`config.mk`:
```
export PLATFORM = sky130hd
export DESIGN_NAME = monitor_output_collector
export DESIGN_NICKNAME = d
export VERILOG_FILES = /design/src/rtl/monitor_output_collector.sv
export SDC_FILE = /design/constraint.sdc
export NUM_CORES = 2
export LEC_CHECK = 0
export BUFFER_PORTS_ARGS = -buffer_cell sky130_fd_sc_hd__buf_4
export CORE_MARGIN = 4
export CORE_UTILIZATION = 35
export CTS_CLUSTER_SIZE = 25
export DETAILED_ROUTE_END_ITERATION = 10
export HOLD_SLACK_MARGIN = 0.15
export PLACE_DENSITY = 0.54
export SYNTH_ARGS = -nofsm -noshare
export SYNTH_HDL_FRONTEND = slang
export SYNTH_SLANG_ARGS = --single-unit
export TNS_END_PERCENT = 1
```
`constraint.sdc`:
```
create_clock -name clk -period 31 [get_ports clk]
set_clock_uncertainty 0.1 [all_clocks]
set_input_delay 3.1 -clock clk [delete_from_list [all_inputs] [get_ports clk]]
set_output_delay 3.1 -clock clk [all_outputs]
set_load 0.005 [all_outputs]
```
`src/rtl/monitor_output_collector.sv`:
```
// rtl/monitor_output_collector.sv - timestamps active monitor outputs, buffers records, emits framed 64-bit words
module monitor_output_collector #(
    parameter int NUM_OUT = 3,
    parameter int DATA_W  = 64,
    parameter int DEPTH   = 8
) (
    input  logic                      clk,
    input  logic                      rst,
    input  logic                      en,
    input  logic [NUM_OUT*DATA_W-1:0] out_val,
    input  logic [NUM_OUT-1:0]        out_aktv,
    output logic [63:0]               m_data,
    output logic                      m_valid,
    output logic                      m_last,
    input  logic                      m_ready,
    output logic                      overflow,
    output logic [15:0]               drop_cnt
);
    localparam int PTR_W = $clog2(DEPTH);
    localparam int IDX_W = (NUM_OUT > 1) ? $clog2(NUM_OUT) : 1;

    typedef enum logic [1:0] {S_IDLE, S_HDR, S_DATA} state_t;

    logic [31:0]               ts;
    logic [31:0]               f_ts   [DEPTH];
    logic [NUM_OUT-1:0]        f_mask [DEPTH];
    logic [NUM_OUT*DATA_W-1:0] f_val  [DEPTH];
    logic [PTR_W-1:0]          wr_ptr, rd_ptr;
    logic [PTR_W:0]            count;
    logic                      full, empty, capture, push, pop;

    state_t                    state, state_next;
    logic [31:0]               w_ts;
    logic [NUM_OUT-1:0]        w_mask;
    logic [NUM_OUT*DATA_W-1:0] w_val;
    logic [IDX_W-1:0]          cur, cur_next, low_bit, nxt_bit;
    logic                      has_next;
    logic [DATA_W-1:0]         cur_val;

    assign full    = (count == (PTR_W+1)'(DEPTH));
    assign empty   = (count == '0);
    assign capture = en && (|out_aktv);
    assign push    = capture && !full;

    always_ff @(posedge clk or negedge rst) begin
        if (!rst) begin
            ts       <= '0;
            wr_ptr   <= '0;
            rd_ptr   <= '0;
            count    <= '0;
            overflow <= 1'b0;
            drop_cnt <= '0;
        end else begin
            if (en)
                ts <= ts + 32'd1;
            if (push)
                wr_ptr <= wr_ptr + PTR_W'(1);
            if (pop)
                rd_ptr <= rd_ptr + PTR_W'(1);
            if (push && !pop)
                count <= count + (PTR_W+1)'(1);
            else if (!push && pop)
                count <= count - (PTR_W+1)'(1);
            // fullness is judged before the edge, so a same-edge pop does not save the record
            if (capture && full) begin
                overflow <= 1'b1;
                if (drop_cnt != 16'hFFFF)
                    drop_cnt <= drop_cnt + 16'd1;
            end
        end
    end

    always_ff @(posedge clk) begin
        if (push) begin
            f_ts[wr_ptr]   <= ts;
            f_mask[wr_ptr] <= out_aktv;
            f_val[wr_ptr]  <= out_val;
        end
    end

    always_comb begin
        low_bit  = '0;
        nxt_bit  = '0;
        has_next = 1'b0;
        cur_val  = '0;
        for (int k = NUM_OUT - 1; k >= 0; k--) begin
            if (w_mask[k])
                low_bit = IDX_W'(k);
            if (w_mask[k] && (IDX_W'(k) > cur)) begin
                nxt_bit  = IDX_W'(k);
                has_next = 1'b1;
            end
            if (cur == IDX_W'(k))
                cur_val = w_val[k*DATA_W +: DATA_W];
        end
    end

    always_comb begin
        state_next = state;
        cur_next   = cur;
        pop        = 1'b0;
        m_valid    = 1'b0;
        m_last     = 1'b0;
        m_data     = '0;
        case (state)
            S_IDLE: begin
                if (!empty) begin
                    pop        = 1'b1;
                    state_next = S_HDR;
                end
            end
            S_HDR: begin
                m_valid = 1'b1;
                m_data  = {8'hA5, 8'(w_mask), 16'h0000, w_ts};
                if (m_ready) begin
                    state_next = S_DATA;
                    cur_next   = low_bit;
                end
            end
            S_DATA: begin
                m_valid = 1'b1;
                m_last  = !has_next;
                m_data  = 64'($signed(cur_val));
                if (m_ready) begin
                    if (has_next) begin
                        cur_next = nxt_bit;
                    end else if (!empty) begin
                        pop        = 1'b1;
                        state_next = S_HDR;
                    end else begin
                        state_next = S_IDLE;
                    end
                end
            end
            default: state_next = S_IDLE;
        endcase
    end

    always_ff @(posedge clk or negedge rst) begin
        if (!rst) begin
            state  <= S_IDLE;
            cur    <= '0;
            w_ts   <= '0;
            w_mask <= '0;
            w_val  <= '0;
        end else begin
            state <= state_next;
            cur   <= cur_next;
            if (pop) begin
                w_ts   <= f_ts[rd_ptr];
                w_mask <= f_mask[rd_ptr];
                w_val  <= f_val[rd_ptr];
            end
        end
    end
endmodule

```
; ---- After elaboration in Yosys (flattened, before gate mapping)
; Memories as Yosys holds them, arrays and structs flattened. A register that Yosys moved wholly into a read port is not among the register bits.
; Index checks and enable logic that the tools add are counted.
[totals]
register_bits = 63
n_memories = 3
ram_bits = 1816
wordCells = 89
[memory_table]
columns = name, words, width, read_ports, rd_ports_with_merged_regs, write_ports, line_no
row1 = f_val, 8, 192, 1, 1, 1, 27  ; logic [NUM_OUT*DATA_W-1:0] f_val [DEPTH];
row2 = f_ts, 8, 32, 1, 1, 1, 25  ; logic [31:0] f_ts [DEPTH];
row3 = f_mask, 8, 3, 1, 1, 1, 26  ; logic [NUM_OUT-1:0] f_mask [DEPTH];
[classes]
reduce_logical = 25
n_addsub = 6
n_lt_le_gt_ge = 3
n_eq_ne = 11
mux = 33
[ops]
columns = op, count
row1 = 64-bit 2-to-1 mux, 3
row2 = 64-bit one-hot mux with 2 select lines, 1
row3 = "32-bit by 1-bit adder with 32-bit output, second input constant", 1
row4 = 2-bit 2-to-1 mux, 13
row5 = "16-bit by 1-bit adder with 16-bit output, second input constant", 1
row6 = "16-bit != test, second input constant", 1
row7 = 1-bit 2-to-1 mux, 11
row8 = "2-bit != test, second input constant", 5
row9 = 1-bit logical AND, 8
row10 = 4-bit 2-to-1 mux, 2
row11 = 4-bit AND reduction, 2
row12 = 1-bit logical NOT, 7
row13 = "3-bit by 1-bit adder with 3-bit output, second input constant", 2
row14 = 2-bit one-hot mux with 3 select lines, 1
row15 = "4-bit by 1-bit adder with 4-bit output, second input constant", 1
row16 = "2-bit by 1-bit == test with 1-bit output, second input constant", 2
row17 = "2-bit == test, second input constant", 2
row18 = "4-bit == test, second input constant", 1
row19 = "1-bit by 2-bit > comparator with 1-bit output, first input constant", 2
row20 = 2-bit logical NOT, 2
row21 = 4-bit logical NOT, 1
row22 = 2-bit one-hot mux with 2 select lines, 1
row23 = 2-bit nonzero test, 2
row24 = "4-bit by 1-bit subtractor with 4-bit output, second input constant", 1
row25 = other kinds (5), 5

; ---- Logic depth before layout (Yosys ltp)
[logic_depth]
word_depth = 11
ltp_mapped = 15

; ---- Least setup slack after synthesis
; Ideal clock, no wire load.
[synth_path]
kind = input port to flip-flop
startpoint = in en
endpoint = mem f_mask[0][0] (enable)
cell_stages = 4
arrival_time_ps = 19095
setup_slack_ps = 10713
path_buffers = 1
setup_ps = 1092
required_time_ps = 29808
path_cell_list = buf_2 o31ai_1 or3_1 nor3_1
[synth_via]
elab_chain_cells = 4
[synth_rtl]
columns = element, line_no
row1 = start: declaration, 9  ; input logic en,
row2 = 1-bit logical AND, 42  ; assign capture = en && (|out_aktv);
row3 = 1-bit logical AND, 43  ; assign push = capture && !full;
row4 = 1-bit 2-to-1 mux, 74  ; if (push) begin
row5 = 1-bit 2-to-1 mux (not written as such), 76  ; f_mask[wr_ptr] <= out_aktv;
row6 = end: declaration, 26
; No other way between the ends.

; ---- Worst setup path in the final report
[layout_path]
startpoint = reg cur[1]
endpoint = out m_data[4]
[layout_via]
elab_chain_cells = 5
elab_cells_between_ends = 7
classes_between = 2 x eq/ne / 4 x mux / 1 x reduce/logical
[layout_rtl]
columns = element, line_no
row1 = start: declaration, 36  ; logic [IDX_W-1:0] cur, cur_next, low_bit, nxt_bit;
row2 = start signal: assignment, 148  ; cur <= cur_next;
row3 = 2-bit == test, 93  ; if (cur == IDX_W'(k))
row4 = 64-bit 2-to-1 mux (2 in a row), 93
row5 = 64-bit 2-to-1 mux (*), 93
row6 = 64-bit one-hot mux with 2 select lines (*), 105  ; case (state)
row7 = end: declaration, 12  ; output logic [63:0] m_data,
; Every way passes the cells marked *; elsewhere a longest branch is shown, timed or not.

==> impl_metrics.toml <==
[route]
postRouteAntennaNets = 0
via_per_inst = 5.09
drc = 0
vias = 38300
drt-total-wl_mm = 205
drtIter0Drc = 3201
dr.pass1.iters = 5
routedWlPerCell_um = 27.3

[clock_network]
ctsHoldBuffers = 0
post_cts.repair.setup_buffers = 0
h-tree-depth = 4
ctsResizeCount = 0
cts_tree = "done"
cts_made_buffers = 213
clkSinkCount = 2106
cts-root-buf = "clkbuf_16"
clkTransAtPathRegs_ns = 0.06
clk_path_buf_depth = 3
clock_latency_ns = 0.84

[timing]
relSlewSlack_pct = 12.0
fmax_ghz = 0.137
hold_viol_final = 0
fin_crit_ns = 7.30
rsz0062_at_grt = "no"
fin_crit_sh_pct = 23.6
setup_viol = 0
worstMarginPinSlew_ns = 1.31
fin_tns_setup_ns = 0
slew_violations = 0
fin_ws_ns = 23.70

[synth]
synth_cell_types = 45
syn_avg_cell_area_um2 = 20.3
synth_edf_count = 1816
synth_nets = 4172
synth_common_cells = "edfxtp_1, mux4_2, dfrtp_1, nand2_1, mux2i_1"
async_flop_share_pct = 13.8
synth_seq_area_share_pct = 76.8
synth_ff_type = "edfxtp_1"
synth_area_leaders = "edfxtp_1, mux4_2, dfrtp_1"
synth_most_common_cell = "edfxtp_1"
yosys.area.top_type = "edfxtp_1"
synth_top_area_share_pct = 67.8
synth_cells = 3960
synth_seq_cells = 2106
ys_warn_count = 0
synthesis.area_um2 = 80400

[final_layout]
drive_gt1_share_pct = 25.2
final_nets = 4513
instances_no_fill = 7518
area_growth_pct = 15.6

[floorplanning]
io-pin-count = 282
die_area_um2 = 238000
core_area_um2 = 228000
fp.dieH_um = 487
die-width_um = 487
start_util_pct = 35.3
rows = 175

[grt]
grt_pass1_vias = 39300
track_usage_pct = 17.2
antenna_found_initial = 59
grt_overflow = 0
grt_max_degree = 133
grt_pass1_wl_mm = 297

[place]
dp_hpwl_mm = 123
place_ws_ns = 23.58
gp_congestion = 0.908
portBuffers = 281
dp.cells = 7095

[hold_path]
hold_path.class = "reg2reg"

[critical_path]
crit_required_ns = 27.80
endpoint_kind = "output pin"
startpoint_type = "flop"
crit_fanout = 63
arrival_ns = 4.10
criticalPathCategory = "reg2out"

[pwr]
powerDensity_nw_per_um2 = 97.0
leakage_nw = 31.3
vdd_drop_max_uv = 101
fin_total_pwr_mw = 9.02

[run]
drv_cap = 0

[status]
status = "completed"
## cells in the final DEF, fill, tap and decap left out, types with 13 or more instances in the layout
| cell type | instances |
|---|---|
| o21ai_0 | 67 |
| nand3_1 | 15 |
| o21ai_1 | 200 |
| nand2_1 | 289 |
| clkinv_1 | 33 |
| nor2_1 | 105 |
| buf_12 | 16 |
| mux2i_1 | 289 |
| a21oi_1 | 65 |
| xnor2_1 | 32 |
| bufinv_16 | 13 |
| dfrtp_1 | 285 |
| clkbuf_1 | 60 |
| mux4_2 | 454 |
| edfxtp_1 | 1816 |
| clkbuf_8 | 25 |
| buf_4 | 321 |
| clkinv_2 | 35 |
| clkbuf_16 | 215 |
| diode_2 | 25 |
| xor2_1 | 18 |
## registers in the layout (all words and copies together) (netlist names)
| signal | count |
|---|---|
| ts | 32 |
| w_ts | 32 |
| overflow | 1 |
| f_ts | 256 |
| state | 2 |
| wr_ptr | 3 |
| rd_ptr | 3 |
| f_mask | 24 |
| f_val | 1536 |
| drop_cnt | 16 |
| count | 4 |
| cur | 2 |
| w_val | 192 |
| w_mask | 3 |
## layer usage
metal / global-route usage (%) / wire length (µm)
met4: 6.61 / 8110
met5: 0 / 238
met1: 24.4 / 91600
met2: 25.7 / 92200
met3: 4.26 / 13000
## final cells by class
cell class              count  area [µm²]
clock buffers             300        5950
clock inverters            98         951
inverters                  11        41.3
well taps                3009        3760
fillers                 20100      135000
multi-input cells        1631       17600
repair buffers            338        2750
flip-flops and latches   2106       61800
diodes                     25        62.6
## critical path, stage by stage, from the launching register on
cell and delay (ns):
dfrtp_2 0.34, buf_4 0.53, clkinv_1 0.58, nor2_4 0.23
buf_4 0.75, a21oi_1 0.17, o21ai_0 0.44, buf_4 0.20
## metrics by stage
step	utilization (%)	cell area [µm²]	hold WS (ns)
finish	40.8	93000	0.368
global route	40.8	92900	0.403
CTS	40.8	92900	0.380
detailed placement	37.7	86000	0.365
global placement	37.7	86000	0.363
floorplan	-	80400	0.349
## where the power goes
group	switching [mW]	internal [mW]
sequential	0.278	3.61
combinational	1.57	1.05
clock	1.07	1.45
total	2.91	6.11
## logic make-up after synthesis
family                   count (synthesis)  share of synthesized area [%]
AO/OA/AOI/OAI                          346                           2.22
adder cells (fa/ha/maj)                 13                          0.212
XOR/XNOR                                50                          0.545
AND/OR/NAND/NOR                        467                           2.38
buffers and inverters                  223                           1.33
multiplexers                           755                           16.5
flip-flops                            2106                           76.8
## path summary, 6_finish.rpt
path	start	endpoint	slack (ns)	depth (start not counted)
hold / removal	overflow	overflow	0.37	1
hold reg to reg	overflow	overflow	0.37	1
setup / recovery	cur[1]	m_data[4]	23.70	7
max in group asynchronous	rst	cur[0]	26.45	3
setup reg to reg	rd_ptr[0]	w_val[65]	26.07	6
min in group asynchronous	rst	drop_cnt[10]	2.14	1
Power figures use the tool's default switching activity.
